--- src/rtl/ms_ctrl.sv ---
// Minesweeper game controller: sequences place/load/decode/alu/display commands around player guesses.
// Optional MS_CTRL_TIMEOUT_EN adds a wait-state watchdog that forces OVER after TIMEOUT cycles.
module ms_ctrl #(
  parameter int TIMEOUT = 64
) (
  input  logic       clka,
  input  logic       restart_n,
  input  logic       new_game,
  input  logic       guess_valid,
  input  logic [4:0] guess_data,
  input  logic       place_done,
  input  logic       decode_done,
  input  logic       alu_done,
  input  logic       display_done,
  input  logic       gameover,
  input  logic       win,
  output logic       start,
  output logic       load,
  output logic       decode,
  output logic       alu,
  output logic       display,
  output logic [4:0] data,
  output logic       guess_ready,
  output logic       bad_guess,
  output logic       game_over,
  output logic       won,
  output logic [4:0] moves,
  output logic [2:0] state
);

  localparam logic [2:0] S_IDLE   = 3'd0;
  localparam logic [2:0] S_PLACE  = 3'd1;
  localparam logic [2:0] S_WAIT   = 3'd2;
  localparam logic [2:0] S_LOAD   = 3'd3;
  localparam logic [2:0] S_DECODE = 3'd4;
  localparam logic [2:0] S_EVAL   = 3'd5;
  localparam logic [2:0] S_SHOW   = 3'd6;
  localparam logic [2:0] S_OVER   = 3'd7;

  if (TIMEOUT < 2 || TIMEOUT > 255) begin : g_bad_timeout
    $error("ms_ctrl: TIMEOUT must be within 2..255");
  end

  logic [2:0] state_q, state_d;
  logic [4:0] data_q, data_d, moves_q, moves_d;
  logic       go_q, go_d, won_q, won_d, bad_q, bad_d;
  logic       start_q, load_q, decode_q, alu_q, display_q, rdy_q;

`ifdef MS_CTRL_TIMEOUT_EN
  localparam logic [7:0] TO_LAST = 8'(TIMEOUT - 1);
  logic [7:0] cnt_q, cnt_d;
  logic       waiting, tmo;

  assign waiting = (state_q == S_PLACE) || (state_q == S_DECODE) ||
                   (state_q == S_EVAL)  || (state_q == S_SHOW);
  assign tmo     = waiting && (cnt_q == TO_LAST);

  always_comb begin
    cnt_d = 8'd0;
    if (waiting && (state_d == state_q)) cnt_d = cnt_q + 8'd1;
  end

  always_ff @(posedge clka or negedge restart_n) begin
    if (!restart_n) cnt_q <= 8'd0;
    else            cnt_q <= cnt_d;
  end
`endif

  always_comb begin
    state_d = state_q;
    data_d  = data_q;
    moves_d = moves_q;
    go_d    = go_q;
    won_d   = won_q;
    bad_d   = 1'b0;
    case (state_q)
      S_IDLE:   if (new_game) state_d = S_PLACE;
      S_PLACE:
        if (place_done) begin
          state_d = S_WAIT;
          moves_d = 5'd0;
          go_d    = 1'b0;
          won_d   = 1'b0;
        end
      S_WAIT: begin
        // A new game request outranks a guess offered in the same cycle
        if (new_game) begin
          state_d = S_PLACE;
        end else if (guess_valid) begin
          if (guess_data < 5'd25) begin
            state_d = S_LOAD;
            data_d  = guess_data;
            if (moves_q != 5'd31) moves_d = moves_q + 5'd1;
          end else begin
            bad_d = 1'b1;
          end
        end
      end
      S_LOAD:   state_d = S_DECODE;
      S_DECODE: if (decode_done) state_d = S_EVAL;
      S_EVAL:
        if (alu_done) begin
          state_d = S_SHOW;
          go_d    = gameover;
          won_d   = win;
        end
      S_SHOW:   if (display_done) state_d = go_q ? S_OVER : S_WAIT;
      default:  if (new_game) state_d = S_PLACE;
    endcase
`ifdef MS_CTRL_TIMEOUT_EN
    // Completion seen on the final allowed cycle still wins over the watchdog
    if (tmo && (state_d == state_q)) begin
      state_d = S_OVER;
      go_d    = 1'b1;
      won_d   = 1'b0;
    end
`endif
  end

  always_ff @(posedge clka or negedge restart_n) begin
    if (!restart_n) begin
      state_q   <= S_IDLE;
      data_q    <= 5'd0;
      moves_q   <= 5'd0;
      go_q      <= 1'b0;
      won_q     <= 1'b0;
      bad_q     <= 1'b0;
      start_q   <= 1'b0;
      load_q    <= 1'b0;
      decode_q  <= 1'b0;
      alu_q     <= 1'b0;
      display_q <= 1'b0;
      rdy_q     <= 1'b0;
    end else begin
      state_q   <= state_d;
      data_q    <= data_d;
      moves_q   <= moves_d;
      go_q      <= go_d;
      won_q     <= won_d;
      bad_q     <= bad_d;
      // Commands are decoded from the next state so each is a clean register output
      start_q   <= (state_d == S_PLACE);
      load_q    <= (state_d == S_LOAD);
      decode_q  <= (state_d == S_DECODE);
      alu_q     <= (state_d == S_EVAL);
      display_q <= (state_d == S_SHOW);
      rdy_q     <= (state_d == S_WAIT);
    end
  end

  assign start       = start_q;
  assign load        = load_q;
  assign decode      = decode_q;
  assign alu         = alu_q;
  assign display     = display_q;
  assign data        = data_q;
  assign guess_ready = rdy_q;
  assign bad_guess   = bad_q;
  assign game_over   = go_q;
  assign won         = won_q;
  assign moves       = moves_q;
  assign state       = state_q;

endmodule

--- config.mk ---
export PLATFORM = sky130hd
export DESIGN_NAME = ms_ctrl
export DESIGN_NICKNAME = d
export VERILOG_FILES = /design/src/rtl/ms_ctrl.sv
export SDC_FILE = /design/constraint.sdc
export NUM_CORES = 1
export LEC_CHECK = 0
export BUFFER_PORTS_ARGS = -buffer_cell sky130_fd_sc_hd__buf_2
export CAP_MARGIN = 20
export CORE_MARGIN = 5
export CORE_UTILIZATION = 50
export CTS_CLUSTER_SIZE = 10
export DETAILED_ROUTE_END_ITERATION = 6
export MAX_ROUTING_LAYER = met4
export PLACE_DENSITY = 0.89
export SLEW_MARGIN = 15
export SYNTH_ARGS = -nofsm -noshare
export SYNTH_HDL_FRONTEND = slang
export SYNTH_SLANG_ARGS = --single-unit
--- constraint.sdc ---
create_clock -name clka -period 6.2 [get_ports clka]
set_input_delay 0.62 -clock clka [delete_from_list [all_inputs] [get_ports clka]]
set_output_delay 0.62 -clock clka [all_outputs]
set_load 0.01 [all_outputs]
==> run_results.csv <==
group,metric,value,unit
setup_path,path_max_fanout,18,
yosys,synth-main-ff-cell,"dfrtp_1",
timing,setup_slack,4080,ps
min_path,hold_path.class,"in2async",
setup_path,critPathCaptureType,"register",
global_routing,grt_max_degree,23,
finish,final_nets,155,
setup_path,regToRegSetupSlack,4080,ps
cts,clock_sinks,22,
power,ir_drop,0.337,mV
cts,cts_root_buf,"clkbuf_4",
cts,hold_buffers,0,
cts,htree_levels,1,
detailed_routing,drc,0,
cts,clockBufferDepth,2,
timing,setup_viol,0,
setup_path,worstPathArrival,2320,ps
cts,cts_inserted_buffers,3,
placed_design,dp_cells,161,
setup_path,r2r-start,"state[2]",
setup_path,cp-start-kind,"register",
global_routing,grt_overflow,0,
placed_design,place_congestion,0.786,
cts,cts_resized,0,
global_routing,grt.total_usage,15.7,%
setup_path,reg2regPathDepth,5,
timing,rsz0062_at_grt,"false",
placed_design,dp_slack,3950,ps
floorplanning,die_w,56.9,microns
global_routing,grt_pass1_vias,861,
global_routing,antenna_found_initial,0,
yosys,synth-edff-count,0,
detailed_routing,wl_per_cell,14.1,microns
cts,path_clk_slew,120,ps
yosys,ys_ff_latch,22,
detailed_routing,first_pass_iters,5,
finish,layout.cells.non_filler,165,
finish,finalCoreUtilization,62.9,%
setup_path,required,6400,ps
yosys,syn_nets,117,
timing,slew_violations,0,
cts,clk_latency,300,ps
setup_path,crit_type,"reg2reg",
finish,n_antenna_cell,0,
finish,drive_gt1_share,35.8,%
outcome,status,"complete, no violations",
floorplanning,die_area,0.00324,sq mm
timing,fin_crit,2120,ps
yosys,syn_avg_cell_area,11.0,sq um
yosys,async_flop_share,100,%
yosys,yosysUniqueCellTypes,40,
floorplanning,die_h,56.9,microns
finish,design_area,0.00135,sq mm
yosys,synthTopCellsByArea,"dfrtp_1 (50%), mux2_1 (4.1%), a22o_1 (3.2%), nor2_1 (3.1%), a221oi_4 (2.4%)",
floorplanning,initial_core_util,51.3,%
finish,area_growth_syn_to_layout,22.7,%
setup_path,timing.rr.end,"data[2]",
yosys,syn_area,0.00110,sq mm
detailed_routing,vias_per_cell,5.50,
yosys,yosysTopAreaCell,"dfrtp_1",
cts,postCtsSetupRepairBufs,0,
global_routing,grt_pass1_wl,3910,microns
timing,tightestPinTransition,547,ps
timing,tns,0,ps
detailed_routing,drt_iter0_markers,9,
detailed_routing,antenna_left,0,
yosys,yosys_warnings,0,
timing,fmax,472,MHz
cts,cts_tree,"yes",
floorplanning,core,0.00215,sq mm
floorplanning,ios,37,
detailed_routing,num_vias,908,
floorplanning,std_cell_rows,17,
power,p_per_area,464,mW/mm^2
placed_design,port_buffers,36,
timing,fin_crit_sh,34.2,%
timing,finClkSkew,3.08,ps
placed_design,placed_area,0.00130,sq mm
job,cap_violations,0,
power,leakagePower,0.682,nW
timing,hold_viol_final,0,
placed_design,dp_hpwl,1810,microns
detailed_routing,routed_wl,2320,microns
yosys,ys_seq_area_share,50.0,%
timing,relSlewSlack,63.5,%
yosys,netlist_instances,100,
yosys,synth.top_cell.area_share,50.0,%
==> flip-flops by register name (all words and copies together) (netlist names) <==
| signal | flops |
|---|---|
| state | 3 |
| data | 5 |
| bad_guess | 1 |
| start | 1 |
| game_over | 1 |
| won | 1 |
| decode | 1 |
| alu | 1 |
| display | 1 |
| guess_ready | 1 |
| load | 1 |
| moves | 5 |
==> cells in the mapped netlist (2+ instances only) <==
library cell,number
nand2_1,7
nor2b_1,2
xor2_1,2
a22o_1,4
o21ai_0,2
o22ai_1,2
nand2b_1,3
buf_2,2
a21oi_1,3
dfrtp_1,22
and3_1,3
nand3_1,2
nor2_1,9
nand3b_1,3
a31oi_1,2
ha_1,2
mux2_1,4
nor3_1,2
inv_1,3
==> per-stage QoR <==
stage                     hold slack (ps)  total power (W)
after floorplan                       324         0.000438
after global placement                465         0.000510
after detailed placement              478         0.000523
after CTS                             253         0.000631
after global routing                  279         0.000671
final                                 248         0.000627
==> how the worst max path moves through the flow <==
stage | startpoint | end | slack (ps) | cells past startpoint
finish | state[2] | data[2] | 4080 | 5
global placement | guess_data[2] | data[1] | 4030 | 6
floorplan | moves[0] | moves[0] | 4200 | 7
CTS | moves[0] | moves[0] | 4090 | 8
global route | state[2] | data[4] | 3930 | 5
detailed placement | guess_data[2] | data[2] | 3950 | 6
==> cells by family after synthesis <==
group / after synthesis / share of synthesized area [%]
buffers and inverters: 7 / 2.95
xor gates and xnor gates: 2 / 1.59
and+or+nand+nor: 39 / 20.5
adders and majority gates: 2 / 2.27
AOI/OAI and AO/OA: 23 / 17.6
muxes: 5 / 5.11
DFF: 22 / 50.0
==> cell usage in the layout (no fill, tap or decap), types with 2 or more instances in the layout <==
master / synthesis / final
a21oi_1: 3 / 3
a22o_1: 4 / 4
a31oi_1: 2 / 2
and3_1: 3 / 3
buf_2: 2 / 36
clkbuf_4: 0 / 3
dfrtp_1: 22 / 22
ha_1: 2 / 2
inv_1: 3 / 3
mux2_1: 4 / 4
nand2_1: 7 / 7
nand2b_1: 3 / 3
nand3_1: 2 / 2
nand3b_1: 3 / 3
nor2_1: 9 / 9
nor2b_1: 2 / 2
nor3_1: 2 / 2
o21ai_0: 2 / 2
o22ai_1: 2 / 2
xor2_1: 2 / 2
==> layer usage <==
| layer | track usage (%) | routed length, microns |
|---|---|---|
| met4 | 5.96 | 25 |
| met5 | - | 0 |
| met1 | 19.5 | 1000 |
| met2 | 24.0 | 1100 |
| met3 | 4.83 | 197 |
==> worst max-delay path: stages, from the launching register on <==
cell and delay [ps]:
dfrtp_1 710, inv_2 120, a221oi_2 390, a221oi_4 140, nor3_4 300, mux2_1 360
==> power breakdown <==
part	leakage (nW)	internal (W)	switching, W
sequential	0.283	0.000192	0.0000582
combinational	0.371	0.000124	0.000146
clock	0.0279	0.0000653	0.0000421
total	0.682	0.000381	0.000246
==> area by class of cell <==
cell class | instances | area, sq um
Clock buffer | 3 | 22.5
Clock inverter | 1 | 30.0
Fill cell | 190 | 797
Inverter | 4 | 15.0
Multi-Input combinational cell | 71 | 518
Sequential cell | 22 | 551
Tap cell | 28 | 35.0
Timing Repair Buffer | 36 | 180
No activity file was read; power rests on OpenSTA's default activity.
